$ cat src/rtl/obj_line_scan.sv
// OAM line scanner: walks OAM once per start_row and queues visible object indices in a FWFT list FIFO.
// Optional OBJ_LINE_SCAN_WINDOW_EN: list mode-2 (OBJ window) objects with a window flag instead of skipping them.
module obj_line_scan #(
    parameter int NUM_OBJ       = 128,
    parameter int LIST_DEPTH    = 32,
    parameter int LINE_CYCLES   = 1232,
    parameter int HBLANK_CYCLES = 954,
    parameter int OAM_LAT       = 1
) (
    input  logic                          clock,
    input  logic                          reset_n,
    input  logic                          start_row,
    input  logic [7:0]                    row,
    input  logic                          hblank_free,
    output logic                          oam_rd,
    output logic [9:0]                    oam_addr,
    input  logic [31:0]                   oam_data,
    output logic                          list_valid,
    input  logic                          list_ready,
    output logic [6:0]                    list_obj,
    output logic                          list_win,
    output logic [$clog2(LIST_DEPTH):0]   list_count,
    output logic                          scan_busy,
    output logic                          scan_done,
    output logic                          budget_hit
);
    localparam int AW = $clog2(LIST_DEPTH);
    localparam int CW = AW + 1;
`ifdef OBJ_LINE_SCAN_WINDOW_EN
    localparam int EW = 8;
`else
    localparam int EW = 7;
`endif

    typedef enum logic [2:0] {IDLE, ISSUE, WAIT, EVAL, DONE} state_t;

    state_t         r_state, w_next;
    logic [6:0]     r_idx, w_idx_next;
    logic [15:0]    r_cyc, r_budget_m1;
    logic [7:0]     r_row;
    logic [1:0]     r_wait;
    logic [7:0]     r_y;
    logic           r_rot, r_dbl;
    logic [1:0]     r_mode, r_shape, r_size;
    logic           r_oam_rd, r_busy, r_done, r_budget_hit;
    logic [9:0]     r_oam_addr;
    logic [EW-1:0]  r_mem [LIST_DEPTH];
    logic [AW-1:0]  r_wr_ptr, r_rd_ptr;
    logic [CW-1:0]  r_count;

    logic           w_push, w_pop, w_full, w_adv, w_skip, w_visible, w_budget_end;
    logic [8:0]     w_height;
    logic [7:0]     w_diff;
    logic [EW-1:0]  w_entry, w_head;
    logic           w_unused_ok;

    assign w_unused_ok = ^{oam_data[29:16], oam_data[13:12]};

    // Object decode and row test on the attribute fields captured on entry to EVAL.
    always_comb begin
        // NOTE: every combinational output gets a default first so no path can infer a latch.
        w_height = 9'd8;
        case (r_shape)
            2'd0:    case (r_size) 2'd0: w_height = 9'd8;  2'd1: w_height = 9'd16; 2'd2: w_height = 9'd32; default: w_height = 9'd64; endcase
            2'd1:    case (r_size) 2'd0: w_height = 9'd8;  2'd1: w_height = 9'd8;  2'd2: w_height = 9'd16; default: w_height = 9'd32; endcase
            default: case (r_size) 2'd0: w_height = 9'd16; 2'd1: w_height = 9'd32; 2'd2: w_height = 9'd32; default: w_height = 9'd64; endcase
        endcase
        if (r_rot && r_dbl)
            w_height = w_height << 1;
    end

`ifdef OBJ_LINE_SCAN_WINDOW_EN
    assign w_skip  = (!r_rot && r_dbl) || (r_mode == 2'd3) || (r_shape == 2'd3);
    assign w_entry = {(r_mode == 2'd2), r_idx};
`else
    assign w_skip  = (!r_rot && r_dbl) || (r_mode == 2'd3) || (r_shape == 2'd3) || (r_mode == 2'd2);
    assign w_entry = r_idx;
`endif
    assign w_diff       = r_row - r_y;
    assign w_visible    = !w_skip && ({1'b0, w_diff} < w_height);
    assign w_full       = (r_count == CW'(LIST_DEPTH));
    assign w_pop        = list_ready && (r_count != '0) && !start_row;
    assign w_budget_end = (r_state == ISSUE || r_state == WAIT || r_state == EVAL) && (r_cyc == r_budget_m1);

    always_comb begin
        w_next = r_state;
        w_push = 1'b0;
        w_adv  = 1'b0;
        case (r_state)
            ISSUE: w_next = WAIT;
            WAIT:  if (r_wait == 2'(OAM_LAT - 1)) w_next = EVAL;
            EVAL: begin
                if (!w_visible)
                    w_adv = 1'b1;
                else if (!w_full || w_pop) begin
                    w_push = 1'b1;
                    w_adv  = 1'b1;
                end
                if (w_adv)
                    w_next = (r_idx == 7'(NUM_OBJ - 1)) ? DONE : ISSUE;
            end
            DONE:    w_next = IDLE;
            default: w_next = IDLE;
        endcase
        if (w_budget_end)
            w_next = DONE;
        // A restart flushes the list, so a push in the same cycle is dropped with it.
        if (start_row) begin
            w_next = ISSUE;
            w_push = 1'b0;
        end
        w_idx_next = r_idx;
        if (start_row)
            w_idx_next = '0;
        else if (w_adv && w_next == ISSUE)
            w_idx_next = r_idx + 7'd1;
    end

    always_ff @(posedge clock or negedge reset_n) begin
        if (!reset_n)
            r_state <= IDLE;
        else
            // NOTE: sequential state always uses non-blocking assignment so every register samples pre-edge values.
            r_state <= w_next;
    end

    always_ff @(posedge clock or negedge reset_n) begin
        if (!reset_n) begin
            r_idx        <= '0;
            r_cyc        <= '0;
            r_budget_m1  <= '0;
            r_row        <= '0;
            r_wait       <= '0;
            r_y          <= '0;
            r_rot        <= 1'b0;
            r_dbl        <= 1'b0;
            r_mode       <= '0;
            r_shape      <= '0;
            r_size       <= '0;
            r_oam_rd     <= 1'b0;
            r_oam_addr   <= '0;
            r_busy       <= 1'b0;
            r_done       <= 1'b0;
            r_budget_hit <= 1'b0;
        end else begin
            r_idx    <= w_idx_next;
            r_wait   <= (r_state == WAIT && w_next == WAIT) ? r_wait + 2'd1 : 2'd0;
            r_oam_rd <= (w_next == ISSUE);
            r_busy   <= (w_next != IDLE);
            r_done   <= (w_next == DONE);
            if (w_next == ISSUE)
                r_oam_addr <= {2'b00, w_idx_next, 1'b0};
            if (r_state == WAIT && w_next == EVAL) begin
                r_y     <= oam_data[7:0];
                r_rot   <= oam_data[8];
                r_dbl   <= oam_data[9];
                r_mode  <= oam_data[11:10];
                r_shape <= oam_data[15:14];
                r_size  <= oam_data[31:30];
            end
            if (start_row) begin
                r_cyc        <= '0;
                r_budget_hit <= 1'b0;
                r_row        <= row;
                r_budget_m1  <= hblank_free ? 16'(HBLANK_CYCLES - 1) : 16'(LINE_CYCLES - 1);
            end else begin
                if (r_state == ISSUE || r_state == WAIT || r_state == EVAL)
                    r_cyc <= r_cyc + 16'd1;
                if (w_budget_end)
                    r_budget_hit <= 1'b1;
            end
        end
    end

    always_ff @(posedge clock or negedge reset_n) begin
        if (!reset_n) begin
            r_wr_ptr <= '0;
            r_rd_ptr <= '0;
            r_count  <= '0;
        end else if (start_row) begin
            r_wr_ptr <= '0;
            r_rd_ptr <= '0;
            r_count  <= '0;
        end else begin
            if (w_push) r_wr_ptr <= r_wr_ptr + 1'b1;
            if (w_pop)  r_rd_ptr <= r_rd_ptr + 1'b1;
            case ({w_push, w_pop})
                2'b10:   r_count <= r_count + 1'b1;
                2'b01:   r_count <= r_count - 1'b1;
                default: r_count <= r_count;
            endcase
        end
    end

    // NOTE: list storage is not reset; the head outputs are gated by list_valid so stale words never escape.
    always_ff @(posedge clock) begin
        if (w_push)
            r_mem[r_wr_ptr] <= w_entry;
    end

    assign w_head     = r_mem[r_rd_ptr];
    assign list_valid = (r_count != '0);
    assign list_obj   = list_valid ? w_head[6:0] : 7'd0;
`ifdef OBJ_LINE_SCAN_WINDOW_EN
    assign list_win   = list_valid & w_head[7];
`else
    assign list_win   = 1'b0;
`endif
    assign list_count = r_count;
    assign oam_rd     = r_oam_rd;
    assign oam_addr   = r_oam_addr;
    assign scan_busy  = r_busy;
    assign scan_done  = r_done;
    assign budget_hit = r_budget_hit;
endmodule

$ cat config.mk
export PLATFORM = sky130hd
export DESIGN_NAME = obj_line_scan
export DESIGN_NICKNAME = d
export VERILOG_FILES = /design/src/rtl/obj_line_scan.sv
export SDC_FILE = /design/constraint.sdc
export NUM_CORES = 1
export LEC_CHECK = 0
export ABC_AREA = 0
export CAP_MARGIN = 10
export CELL_PAD_IN_SITES_DETAIL_PLACEMENT = 1
export CELL_PAD_IN_SITES_GLOBAL_PLACEMENT = 1
export CORE_AREA = 2 2 185 187
export CTS_BUF_LIST = sky130_fd_sc_hd__clkbuf_4
export DETAILED_ROUTE_END_ITERATION = 16
export DIE_AREA = 0 0 187 189
export PLACE_DENSITY = 0.78
export SETUP_SLACK_MARGIN = 0.2
export SLEW_MARGIN = 20
export SYNTH_ARGS = -nofsm -noshare
export SYNTH_HDL_FRONTEND = slang
export SYNTH_SLANG_ARGS = --single-unit
$ cat constraint.sdc
create_clock -name clock -period 4.35 [get_ports clock]
set_input_delay 1.305 -clock clock [delete_from_list [all_inputs] [get_ports clock]]
set_output_delay 1.305 -clock clock [all_outputs]
set_load 0.02 [all_outputs]
==> impl.org, run 1 <==
** Timing
- Slew at the pin with the worst max-slew slack :: 0.8681 ns
- Measured against its own limit, the worst slew margin works out to 42.12%.
- Fmax :: 0.2339 GHz
- RSZ-0062 raised after global routing :: true
- Setup violations remaining at the end of the flow were counted as 0.
- Period utilization :: 98.26%
- Number of failing hold endpoints at the final stage :: 0
- The worst path needs 4.274 ns of the cycle, external delays included.
- Final Skew :: 0.06877 ns
- The max-slew violation count is 0.

** Synthesis
- Of the synthesized area, sequential elements account for 66.40%.
- Share of flip-flops with an asynchronous set or reset after synthesis :: 26.56%
- Summed over all instances, the cell type with the most area after synthesis is sky130_fd_sc_hd__edfxtp_1.
- The average instance in the mapped netlist occupies 16.21 um^2.
- The Yosys step of the flow raised 0 warnings.
- Number of enable flip-flop cells after synthesis :: 224
- Count of state elements after synthesis :: 305
- In the synthesized netlist the dominant register cell turns out to be sky130_fd_sc_hd__edfxtp_1.
- Cell area after technology mapping :: 13,180 um^2
- Area share of the largest cell type after synthesis :: 51.03%
- Synthesis instantiated 74 different standard cells from the library.
- Mapped Cells :: 813
- After synthesis, the cell types taking the most area are sky130_fd_sc_hd__edfxtp_1 51%, sky130_fd_sc_hd__dfrtp_1 15%, sky130_fd_sc_hd__mux4_2 12%, sky130_fd_sc_hd__nor2_1 2.6%, sky130_fd_sc_hd__ha_1 2.6%.

** Detailed routing
- After detailed routing, the number of vias per cell comes to 5.168.
- The first routing iteration left 393 violations.
- Dividing the detail-routed wire length by the instance count gives 20.70 um.
- Via Count :: 7,700
- Total DRC errors in the routed layout :: 0
- Wires add up to 30,850 um.
- The count of nets left with antenna violations once routing finished came out at 0.
- The first TritonRoute pass finished after 4 iterations.

** Clock tree
- Maximum clock insertion buffer count :: 3
- TritonCTS built the clock tree.
- In this run, CTS created clock tree buffers numbering 81.
- CTS H-tree lvls :: 3
- Clock-pin slew was measured on the worst setup and hold paths at 0.07 ns.
- The tree is rooted in a sky130_fd_sc_hd__clkbuf_4.
- For this design, the sink count on the clock tree is 305.
- Clock latency on the worst-skew pair, taken at its later pin, is 0.71 ns.

** Die
- Placeable core region :: 33,280 um^2
- From bottom edge to top edge, the die measures 189 um.
- Effective utilization at floorplan :: 39.61%
- Horizontal extent of the die :: 187 um
- The die covers 35,340 um^2.
- Count of boundary I/O pins :: 74
- In this run the core area contains 67 standard-cell rows.

** Setup path
- The endpoint identified for the worst register-to-register timing path is list_count[4].
- Setup slack, reg-to-reg :: 0.28 ns
- The worst setup path is launched from a register.
- Along the worst path, the maximum fanout reaches 8.
- The worst register-to-register path begins at r_y[2].
- Data arrival time at the worst-slack endpoint :: 2.97 ns
- Nature of the critical path endpoint :: output pin
- STA puts the critical path data required time at 3.04 ns.
- For this design, the slowest cell found on the critical path is sky130_fd_sc_hd__dfrtp_4.
- Kind of critical path :: reg -> out
- Cells along the critical path :: buf_12 -> buf_12 -> buf_4 -> mux4_2 -> mux4_2 -> mux2i_2 -> nor2_1 -> buf_2
- Worst reg2reg path depth :: 23
- For this run, the slowest stage of the critical path takes 0.50 ns.

** Global route
- For met2 alone, demand over resource in global routing was 30.17%.
- Global routing consumed, on the met3 layer, 4.578% of the routing resources.
- The first global-routing pass estimated 48,560 um of wire.
- Vias in the first global route :: 8,686
- Total global-route track usage :: 17.73%
- Met1 capacity usage during global routing :: 21.45%
- Entering global routing, the biggest net connects 71 pins.
- The initial antenna violation count is 2.
- The layer flagged by global routing as most heavily used is met2.
- GR Overflow Total :: 0

** Hold path
- Min-Delay Path Class :: reg -> reg
- Along the worst hold path, the cell count comes to 1.
- Min-Delay Endpoint :: r_wait[0]
- Worst hold start :: r_wait[0]

** Cells and area
- Post-Layout Inst Area :: 15,990 um^2
- Nets :: 1,063
- Area growth from synthesis to final layout :: 21.30%
- Ratio of cells with drive above 1 in the final layout :: 34.52%
- At the end of the flow the core is filled with cells to 48.05%.

** Placement
- Once detailed placement completed, the half-perimeter wirelength came to 19,380 um.
- At the end of routability-driven placement, the weighted congestion stood at 0.7470.
- After detailed placement, the total cell area comes to 14,510 um^2.
- The count of buffers added on input and output ports is 52.

** Outcome
- The run finished with clean final reports.

** Job
- Max-cap violations :: 0

** Pwr
- Peak supply drop :: 277.6 uV
- LEAKAGE :: 5.831 nW
- Power density cells :: 512.2 nW/um^2
==> layout make-up <==
| cell class | count | area [um^2] |
|---|---|---|
| multi-input combinational | 445 | 4359 |
| antenna | 2 | 5.005 |
| inverter | 23 | 86.33 |
| tap | 448 | 560.5 |
| timing repair buffer | 135 | 1250 |
| sequential | 305 | 8758 |
| fill | 3257 | 17290 |
| clock inverter | 20 | 130.1 |
| clock buffer | 112 | 840.8 |
==> Yosys cell counts, types with 3 or more instances <==
master and n:
sky130_fd_sc_hd__mux2i_1 13, sky130_fd_sc_hd__buf_2 6, sky130_fd_sc_hd__inv_1 22, sky130_fd_sc_hd__xor2_1 20
sky130_fd_sc_hd__xnor2_1 13, sky130_fd_sc_hd__mux2_1 9, sky130_fd_sc_hd__nand3_1 13, sky130_fd_sc_hd__o31ai_1 8
sky130_fd_sc_hd__clkbuf_1 22, sky130_fd_sc_hd__a31oi_1 6, sky130_fd_sc_hd__nor2b_1 4, sky130_fd_sc_hd__ha_1 27
sky130_fd_sc_hd__buf_1 4, sky130_fd_sc_hd__o21ai_0 7, sky130_fd_sc_hd__nand4_1 13, sky130_fd_sc_hd__nand3b_1 4
sky130_fd_sc_hd__buf_6 3, sky130_fd_sc_hd__dfrtp_1 81, sky130_fd_sc_hd__a211oi_1 3, sky130_fd_sc_hd__a21oi_1 20
sky130_fd_sc_hd__or4_1 4, sky130_fd_sc_hd__buf_4 5, sky130_fd_sc_hd__or2_2 3, sky130_fd_sc_hd__nor2_1 91
sky130_fd_sc_hd__edfxtp_1 224, sky130_fd_sc_hd__nand2_1 38, sky130_fd_sc_hd__mux2_2 15, sky130_fd_sc_hd__nor3_1 6
sky130_fd_sc_hd__and3_1 4, sky130_fd_sc_hd__and2_1 3, sky130_fd_sc_hd__or3_1 5, sky130_fd_sc_hd__mux4_2 70
==> placed cells by master, fill, tap and decap left out, types with 5 or more instances in the layout <==
master,count
sky130_fd_sc_hd__a21oi_1,17
sky130_fd_sc_hd__a31oi_1,5
sky130_fd_sc_hd__buf_12,5
sky130_fd_sc_hd__buf_4,72
sky130_fd_sc_hd__buf_6,9
sky130_fd_sc_hd__clkbuf_4,112
sky130_fd_sc_hd__clkdlybuf4s50_1,42
sky130_fd_sc_hd__clkinv_1,12
sky130_fd_sc_hd__dfrtp_1,79
sky130_fd_sc_hd__edfxtp_1,224
sky130_fd_sc_hd__ha_1,23
sky130_fd_sc_hd__inv_1,19
sky130_fd_sc_hd__mux2_1,9
sky130_fd_sc_hd__mux2_2,15
sky130_fd_sc_hd__mux2i_1,9
sky130_fd_sc_hd__mux4_2,70
sky130_fd_sc_hd__nand2_1,34
sky130_fd_sc_hd__nand2_2,5
sky130_fd_sc_hd__nand3_1,13
sky130_fd_sc_hd__nand4_1,13
sky130_fd_sc_hd__nor2_1,89
sky130_fd_sc_hd__o21ai_0,6
sky130_fd_sc_hd__o31ai_1,7
sky130_fd_sc_hd__or3_1,5
sky130_fd_sc_hd__xnor2_1,12
sky130_fd_sc_hd__xor2_1,20
==> stage by stage <==
stage	hold slack (ns)	cells	setup WS, ns	TNS [ns]	total power, mW
floorplan	0.4076	816	0.2434	0	4.671
global placement	0.4216	1327	0.09006	0	5.292
detailed placement	0.4416	1327	-0.04521	-0.04521	5.364
CTS	0.4560	1480	0.01546	0	8.062
global route	0.4755	1489	-0.01819	-0.05032	8.622
finish	0.4520	1490	0.07557	0	8.191
==> repair_timing <==
| item | CTS | global route |
|---|---|---|
| gates resized for setup | 49 | 41 |
| hold buffers | 0 | 0 |
| endpoints found under the setup margin | 225 | 235 |
| gates cloned | 2 | 0 |
| setup buffers | 19 | 8 |
| hold endpoints to repair | 0 | 0 |
| pin swaps | 12 | 22 |
==> sequential cells by signal (all words and copies together), names as in the netlist, 2 cells and up <==
name and cells:
r_shape 2, r_cyc 16, r_rd_ptr 5, r_y 8, r_wr_ptr 5, r_budget_m1 3
r_size 2, r_mem 224, r_wait 2, oam_addr 7, r_state 3, r_idx 7
list_count 6, r_row 8
==> worst max-delay path by stage <==
| stage | slack (ns) | endpoint | start | cells after the start |
|---|---|---|---|---|
| after floorplan | 0.24 | list_count[5] | r_row[2] | 22 |
| after global placement | 0.09 | list_count[5] | r_row[2] | 21 |
| after detailed placement | -0.05 | list_count[4] | r_row[2] | 22 |
| after CTS | 0.02 | list_obj[2] | r_rd_ptr[0] | 7 |
| after global routing | -0.02 | list_obj[4] | r_rd_ptr[0] | 8 |
| final | 0.08 | list_obj[3] | r_rd_ptr[0] | 8 |
==> power by group <==
part / leakage [nW] / internal (mW) / total (mW) / switching [mW]
Clock: 0.575 / 1.25 / 2.44 / 1.19
Combinational: 2.04 / 1.20 / 2.39 / 1.19
Sequential: 3.22 / 3.22 / 3.36 / 0.141
Total: 5.83 / 5.67 / 8.19 / 2.52
==> logic make-up after synthesis <==
| kind of cell | count (synthesis) | synth area share, % |
|---|---|---|
| xor+xnor | 35 | 2.439 |
| flops | 305 | 66.40 |
| mux | 107 | 15.00 |
| other cells | 1 | 0.02845 |
| buf+inv | 66 | 2.420 |
| fa+ha+maj | 27 | 2.563 |
| simple gates | 210 | 7.773 |
| compound gates | 62 | 3.379 |
==> layer usage <==
metal  part of all wire, %  wire length (um)  vias up
met5                     0                 0        -
met4                   3.1               968        0
met3                   6.0              1853       70
met2                    51             15650      203
met1                    40             12380     3931
li1                      -                 -     3496
==> worst max-delay path: cells and delay by family, from the launching register on <==
kind | cells | cell delay, ns
flops | 1 | 0.50
mux | 3 | 1.10
simple gates | 1 | 0.06
buf+inv | 4 | 0.60
No activity file was read; power rests on OpenSTA's default activity.
==> inputs of run 2 (changes only) <==
--- a/config.mk
+++ b/config.mk
@@ -13,7 +13,7 @@
 export CTS_BUF_LIST = sky130_fd_sc_hd__clkbuf_4
 export DETAILED_ROUTE_END_ITERATION = 16
 export DIE_AREA = 0 0 187 189
-export PLACE_DENSITY = 0.78
+export PLACE_DENSITY = 0.75
 export SETUP_SLACK_MARGIN = 0.2
 export SLEW_MARGIN = 20
 export SYNTH_ARGS = -nofsm -noshare
==> constraint.sdc (replaced) <==
create_clock -name clock -period 5.5 [get_ports clock]
set_input_delay 1.65 -clock clock [delete_from_list [all_inputs] [get_ports clock]]
set_output_delay 1.65 -clock clock [all_outputs]
set_load 0.02 [all_outputs]
==> run 2 against run 1 <==
  * Critical path depth shrank 2
  * Die area is the same
  * Sequential power shrank 21%
  * Register-to-register slack gained 0.47 ns
  * Largest power group unchanged
  * Highest routed layer unchanged
==> impl.org, run 2 (same netlist as run 1, synthesis figures left out) <==
** Setup path
- Cells along the critical path :: buf_12 -> mux4_2 -> mux4_2 -> mux2i_1 -> nor2_1 -> clkdlybuf4s50_1 (was buf_12 -> buf_12 -> buf_4 -> mux4_2 -> mux4_2 -> mux2i_2 -> nor2_1 -> buf_2)
- Nature of the critical path endpoint :: output pin (unchanged)
- Data arrival time at the worst-slack endpoint :: 3.35 ns (was 2.97 ns)
- Delay of the slowest critical-path stage :: 0.58 ns (was 0.50 ns)
- The highest fanout seen on the critical path is 33 (was 8).
- Kind of critical path :: reg -> out (unchanged)
- The startpoint of the worst register-to-register path is r_row[2] (was r_y[2]).
- The launching element type of the critical path is a register (unchanged).
- Dominant delay contributor by cell family on the critical path :: multiplexers (unchanged)
- The cell type of the slowest stage on the worst timing path was sky130_fd_sc_hd__clkdlybuf4s50_1 (was sky130_fd_sc_hd__dfrtp_4).
- Beginning of the critical path :: r_rd_ptr[0] (unchanged)
- The critical path buffer and inverter count was 2 (was 4).
- By instance count, the cell type seen most on the critical path is sky130_fd_sc_hd__mux4_2.
- The required time at the endpoint of the critical path came to 3.85 ns (was 3.04 ns).

** Global route
- GR Overflow Total :: 0 (unchanged)
- Wire length of the first global-routing pass :: 45,800 um (was 48,560 um)
- Total global-route track usage :: 16.69% (was 17.73%)
- The maximum number of pins on one net before global-route repair was 71 (unchanged).
- Vias in the first global route :: 8,143 (was 8,686)
- Number of antenna violations at the first check in global routing :: 1 (was 2)

** Clock tree
- Hold-fix buffers, CTS :: 0 (unchanged)
- CTS buffer count :: 81 (unchanged)
- Maximum clock insertion buffer count :: 3 (unchanged)
- Clk sinks :: 305 (unchanged)
- CTS H-tree lvls :: 3 (unchanged)
- CTS tree :: built (unchanged)
- The clock root buffer is sky130_fd_sc_hd__clkbuf_4 (unchanged).
- Skew-Pair Late Insertion Delay :: 0.73 ns (was 0.71 ns)
- CTS clock-pin slew for the worst setup and hold paths :: 0.05 ns (was 0.07 ns)

** Detailed routing
- Drt total wl :: 28,630 um (was 30,850 um)
- The post-detailed-route via-to-cell ratio is 5.114 (was 5.168).
- Average detailed-routed wire length per instance :: 19.69 um (was 20.70 um)
- The number of routed nets with antenna violations is 0 (unchanged).
- DRC violation total after the first TritonRoute iteration :: 477 (was 393)
- The via count of the routed design came to 7,436 (was 7,700).
- The length of the first detailed-routing pass in iterations came to 4 (unchanged).
- The number of design rule violations left after detail routing is 0 (unchanged).

** Pwr
- The largest vdd supply drop was 229.9 uV (was 277.6 uV).
- Power density cells :: 397.5 nW/um^2 (was 512.2 nW/um^2)
- The leakage component of the power is 5.560 nW (was 5.831 nW).

** Cells and area
- The growth of design area from synthesis to finish came to 16.94% (was 21.30%).
- The sequential cell area is 8763 um^2 (was 8758 um^2).
- The number of flip-flops in the largest register came to 224 (unchanged).
- Ratio of cells with drive above 1 in the final layout :: 28.67% (was 34.52%)
- The post-layout net count is 1,020 (was 1,063).
- Biggest register :: r_mem (unchanged)
- The utilization after layout is 46.32% (was 48.05%).
- Biggest regs: r_mem x224, r_cyc x16 (unchanged).
- The commonest non-fill, non-tap cell in the layout was sky130_fd_sc_hd__edfxtp_1 (unchanged).
- The number of filler cells placed in the layout is 3,322 (was 3,257).
- The multi-input logic area came to 4125 um^2 (was 4359 um^2).
- Most frequent cells in the layout: 224 x sky130_fd_sc_hd__edfxtp_1, 120 x sky130_fd_sc_hd__clkbuf_4, 90 x sky130_fd_sc_hd__nor2_1 (was 224 x sky130_fd_sc_hd__edfxtp_1, 112 x sky130_fd_sc_hd__clkbuf_4, 89 x sky130_fd_sc_hd__nor2_1).

** Timing
- The worst max-slew margin expressed relative to the limit came to 35.21% (was 42.12%).
- The number of setup violations in the final report came to 0 (unchanged).
- Number of max-slew violations in the final report :: 0 (unchanged)
- The worst path needs 5.001 ns of the cycle, external delays included.
- The slew of the pin with the lowest slew margin was 0.9718 ns (was 0.8681 ns).
- The clock skew came to 0.09189 ns (was 0.06877 ns).
- The worst path uses 90.93% of the clock period.
- RSZ-0062 raised after global routing: false (was true).
- Fmax :: 0.2000 GHz
- The total count of hold-check failures in the final report came to 0 (unchanged).
- The summed negative setup slack over all endpoints was 0 ns (unchanged).

** Die
- The effective utilization at floorplan came to 39.61% (unchanged).
- Horizontal extent of the die :: 187 um (unchanged)
- Placeable core region :: 33,280 um^2 (unchanged)
- The floorplan die area was 35,340 um^2 (unchanged).
- Count of boundary I/O pins :: 74 (unchanged)
- The number of standard-cell rows in the floorplan was 67 (unchanged).
- The vertical die dimension came to 189 um (unchanged).

** Placement
- The final RePlAce weighted congestion came to 0.7410 (was 0.7470).
- Count of input and output buffers :: 52 (unchanged)
- Detailed Place HPWL :: 18,590 um (was 19,380 um)

** Job
- Max-cap violations :: 0 (unchanged)

** Hold path
- Min-Delay Path Class :: reg -> reg (unchanged)
- The hold path startpoint is r_wait[0] (unchanged).

** Outcome
- Outcome :: finished, final reports clean (unchanged)
==> run 2: final timing paths <==
kind,to,slack [ns],depth (start not counted)
max,list_obj[4],0.50,6
min,r_wait[0],0.43,1
max reg2reg,r_mem[30][0],0.75,17
min reg2reg,r_wait[0],0.43,1
max in group asynchronous,r_state[2],3.58,2
min in group asynchronous,r_wr_ptr[1],1.00,1
==> run 2: report_power, final <==
part | switching, mW | internal [mW] | total [mW] | leakage [nW]
Clock | 0.925 | 1.09 | 2.01 | 0.615
Sequential | 0.117 | 2.55 | 2.66 | 3.21
Combinational | 0.758 | 0.693 | 1.45 | 1.73
Total | 1.80 | 4.33 | 6.13 | 5.56
==> run 2: final cells by class <==
class                      instances  share of cell area, %
inverter                          23                 0.5600
sequential                       305                  56.85
timing repair buffer              92                  5.438
multi-input combinational        445                  26.76
clock inverter                    16                 0.8360
tap                              448                  3.636
antenna                            5                0.08116
clock buffer                     120                  5.844
==> run 2: per-layer routing <==
metal	GRT usage, %	vias up	routed length (um)
li1	-	3411	-
met1	20.87	3781	11890
met2	28.15	172	14470
met3	3.800	72	1459
met4	6.929	0	807
met5	0	-	0
==> run 2: repair_timing <==
| action | 4_1_cts | 5_1_grt |
|---|---|---|
| resized for setup | 0 | 2 |
| endpoints found under the setup margin | 6 | 27 |
| endpoints found under the hold margin | 0 | 0 |
| buffers inserted | 2 | 0 |
==> run 2: worst reg2reg max path, delay by kind of cell, from the launching register on <==
family	cells	cell delay, ns
adder cells (fa/ha/maj)	2	0.50
flip-flops	1	0.38
AND/OR/NAND/NOR	7	2.14
XOR/XNOR	1	0.08
AO/OA/AOI/OAI	7	1.27
==> run 2: per-stage QoR <==
stage	worst slack (ns)	cell area (um^2)	power, mW	hold WS, ns	std cells
6_report	0.4988	15420	6.128	0.4327	1454
5_1_grt	0.2501	15420	6.485	0.4406	1454
4_1_cts	0.4019	15390	6.230	0.4294	1449
3_5_place_dp	0.4702	14350	4.173	0.4223	1311
3_3_place_gp	0.6097	14350	4.123	0.4205	1311
2_1_floorplan	1.221	13190	3.686	0.4076	816
==> inputs of run 3 (changes only) <==
--- a/config.mk
+++ b/config.mk
@@ -7,13 +7,12 @@
 export LEC_CHECK = 0
 export ABC_AREA = 0
 export CAP_MARGIN = 10
-export CELL_PAD_IN_SITES_DETAIL_PLACEMENT = 1
-export CELL_PAD_IN_SITES_GLOBAL_PLACEMENT = 1
-export CORE_AREA = 2 2 185 187
+export CORE_AREA = 2 2 146 148
 export CTS_BUF_LIST = sky130_fd_sc_hd__clkbuf_4
 export DETAILED_ROUTE_END_ITERATION = 16
-export DIE_AREA = 0 0 187 189
-export PLACE_DENSITY = 0.75
+export DIE_AREA = 0 0 148 150
+export DONT_BUFFER_PORTS = 1
+export PLACE_DENSITY = 0.91
 export SETUP_SLACK_MARGIN = 0.2
 export SLEW_MARGIN = 20
 export SYNTH_ARGS = -nofsm -noshare
==> run 3 against run 2 <==
  * Sequential share of layout area up 4.0 points
  * Largest cell class unchanged
  * Cell count down 18%
  * Count of clock-buffer cells in the layout shrank 12
==> impl.org, run 3 (same netlist as run 1, synthesis figures left out) <==
** Detailed routing
- The final routed wire length divided by cell count was 21.77 um (was 19.69 um).
- The via count of the routed design is 7,276 (was 7,436).
- The number of design rule violations left after detail routing was 0 (unchanged).
- Total iterations of the first detailed-routing run :: 5 (was 4)
- The detailed-route wire length was 26,060 um (was 28,630 um).
- DRC violation total after the first TritonRoute iteration :: 620 (was 477)
- Antenna viol nets, final :: 0 (unchanged)
- Via density per instance :: 6.079 (was 5.114)

** Clock tree
- The buffer count from post-CTS setup fixing came to 0 (was 2).
- The CTS buffer count was 75 (was 81).
- The number of gates given a new drive strength after cts was 0 (unchanged).
- CTS tree :: built (unchanged)
- CTS clock-pin slew for the worst setup and hold paths :: 0.07 ns (was 0.05 ns)
- CTS root buffer :: sky130_fd_sc_hd__clkbuf_4 (unchanged)
- Skew-Pair Late Insertion Delay :: 0.69 ns (was 0.73 ns)
- CTS H-tree lvls :: 3 (unchanged)
- The maximum number of buffers from clock root to sink is 3 (unchanged).
- The total clock sinks came to 305 (unchanged).
- The count of hold-fix buffers inserted at cts came to 0 (unchanged).

** Placement
- Count of input and output buffers :: 0 (was 52)
- Detailed Place HPWL :: 16,850 um (was 18,590 um)
- The placement-stage cell area came to 13,470 um^2 (was 14,350 um^2).
- The number of cells in the design after placement came to 1,067 (was 1,311).
- Weighted congestion reported at the end of routability-driven placement :: 0.8300 (was 0.7410)

** Global route
- Met2 global-route usage :: 42.52% (was 28.15%)
- The initial antenna violation count came to 2 (was 1).
- Highest-utilization routing layer at the global route stage :: met2 (unchanged)
- The number of global-route vias before repair was 7,535 (was 8,143).
- The overall routing resource usage is 24.27% (was 16.69%).
- Met1 capacity usage during global routing :: 29.25% (was 20.87%)
- The maximum number of pins on one net before global-route repair was 82 (was 71).
- The met3 usage is 6.738% (was 3.800%).
- Wire length of the first global-routing pass :: 40,340 um (was 45,800 um)
- GR Overflow Total :: 0 (unchanged)

** Cells and area
- Nets :: 941 (was 1,020)
- Biggest regs: r_mem x224, r_cyc x16 (unchanged).
- The design area was 14,410 um^2 (was 15,420 um^2).
- Most frequent cells in the layout :: 224 x sky130_fd_sc_hd__edfxtp_1, 108 x sky130_fd_sc_hd__clkbuf_4, 91 x sky130_fd_sc_hd__nor2_1 (was 224 x sky130_fd_sc_hd__edfxtp_1, 120 x sky130_fd_sc_hd__clkbuf_4, 90 x sky130_fd_sc_hd__nor2_1)
- The count of non-filler cells in the finished layout came to 1,197 (was 1,454).
- The share of post-route cells with drive strength above 1 came to 27.28% (was 28.67%).
- The commonest non-fill, non-tap cell in the layout is sky130_fd_sc_hd__edfxtp_1 (unchanged).
- The number of flip-flops in the largest register was 224 (unchanged).
- The growth of design area from synthesis to finish is 9.292% (was 16.94%).
- The register with the highest flop count was r_mem (unchanged).

** Setup path
- Biggest fanout along the worst timing path :: 23 (was 33)
- Nature of the critical path endpoint :: output pin (unchanged)
- Kind of critical path :: reg -> out (unchanged)
- Data arrival time at the worst-slack endpoint :: 3.21 ns (was 3.35 ns)
- The launching element type of the critical path is a register (unchanged).
- Data required time of the critical path :: 3.85 ns (about the same)

** Timing
- Accumulated negative setup slack :: 0 ns (unchanged)
- RSZ-0062 raised after global routing: false (unchanged).
- Finish-stage setup viols :: 0 (unchanged)
- Number of failing hold endpoints at the final stage :: 0 (unchanged)
- Period utilization :: 88.44% (was 90.93%)
- Fmax :: 0.2056 GHz (was 0.2000 GHz)
- The worst max-slew margin expressed relative to the limit is 38.57% (was 35.21%).
- The post-layout minimum cycle time was 4.864 ns (was 5.001 ns).
- The slew of the pin with the lowest slew margin came to 0.9196 ns (was 0.9718 ns).
- The max-slew violation count was 0 (unchanged).
- Final Skew :: 0.05352 ns (was 0.09189 ns)

** Pwr
- LEAKAGE :: 5.167 nW (was 5.560 nW)
- Overall Power :: 5.676 mW (was 6.128 mW)
- Peak supply drop :: 322.0 uV (was 229.9 uV)
- Power density cells :: 394.0 nW/um^2 (was 397.5 nW/um^2)

** Job
- The count of maximum capacitance violations came to 0 (unchanged).

** Die
- Placeable core region :: 20,690 um^2 (was 33,280 um^2)
- Number of rows created at floorplan :: 53 (was 67)
- The floorplan die area came to 22,200 um^2 (was 35,340 um^2).
- The horizontal die dimension came to 148 um (was 187 um).
- The effective utilization at floorplan was 63.72% (was 39.61%).
- Height of the die :: 150 um (was 189 um)
- The number of top-level pins is 74 (unchanged).

** Outcome
- Outcome: finished, final reports clean (unchanged).

** Hold path
- The path class of the lowest-slack min-delay path was reg -> reg (unchanged).
run 3: changes by cell type in the layout (fill, tap and decap cells not counted), moves of 3 or more:
cell	previous run	this run
sky130_fd_sc_hd__dfrtp_1	75	72
sky130_fd_sc_hd__dfrtp_2	5	8
sky130_fd_sc_hd__clkinvlp_4	0	3
sky130_fd_sc_hd__clkinv_1	9	15
sky130_fd_sc_hd__diode_2	5	2
sky130_fd_sc_hd__clkbuf_4	120	108
sky130_fd_sc_hd__clkdlybuf4s50_1	50	0
sky130_fd_sc_hd__buf_4	39	18
run 3: where the power goes:
| part | leakage [nW] | switching (mW) | internal, mW |
|---|---|---|---|
| clock network | 0.539 | 0.850 | 0.948 |
| registers | 3.21 | 0.143 | 2.55 |
| logic | 1.42 | 0.661 | 0.529 |
| total | 5.17 | 1.65 | 4.02 |
run 3: layout make-up:
class | instances | area [um^2]
fill | 1312 | 6282
sequential | 305 | 8767
timing repair buffer | 19 | 155.1
tap | 275 | 344.1
antenna | 2 | 5.005
inverter | 23 | 86.33
clock inverter | 20 | 117.6
clock buffer | 108 | 810.8
multi-input combinational | 445 | 4121
run 3: per-stage QoR:
| step | hold slack, ns | setup slack [ns] | util [%] |
|---|---|---|---|
| after global routing | 0.4847 | 0.2877 | 69.64 |
| after global placement | 0.4189 | 0.8672 | 65.08 |
| after CTS | 0.4559 | 0.5820 | 69.57 |
| after detailed placement | 0.4453 | 0.6781 | 65.08 |
| after floorplan | 0.4076 | 1.221 | - |
| final | 0.4494 | 0.6359 | 69.64 |
run 3: worst paths after layout:
check	from	to	slack, ns	cells past startpoint
worst max-delay path	r_rd_ptr[1]	list_obj[0]	0.64	5
worst min-delay path	r_wait[0]	r_wait[0]	0.45	1
worst max register to register	r_row[2]	r_mem[10][6]	0.69	18
worst min register to register	r_wait[0]	r_wait[0]	0.45	1
max in group asynchronous	reset_n	r_idx[2]	4.68	0
min in group asynchronous	reset_n	r_row[0]	0.66	0
run 3: critical path, stage by stage, from the launching register on:
cell and delay (ns):
sky130_fd_sc_hd__dfrtp_2 0.69, sky130_fd_sc_hd__buf_4 0.43, sky130_fd_sc_hd__mux4_2 0.39, sky130_fd_sc_hd__mux4_2 0.54, sky130_fd_sc_hd__mux2i_1 0.31, sky130_fd_sc_hd__nor2_1 0.18
run 3: layer usage:
layer / routed length, um / part of all wire [%]
met5: 0 / 0
met4: 403 / 1.5
met3: 2114 / 8.1
met2: 13770 / 53
met1: 9772 / 37
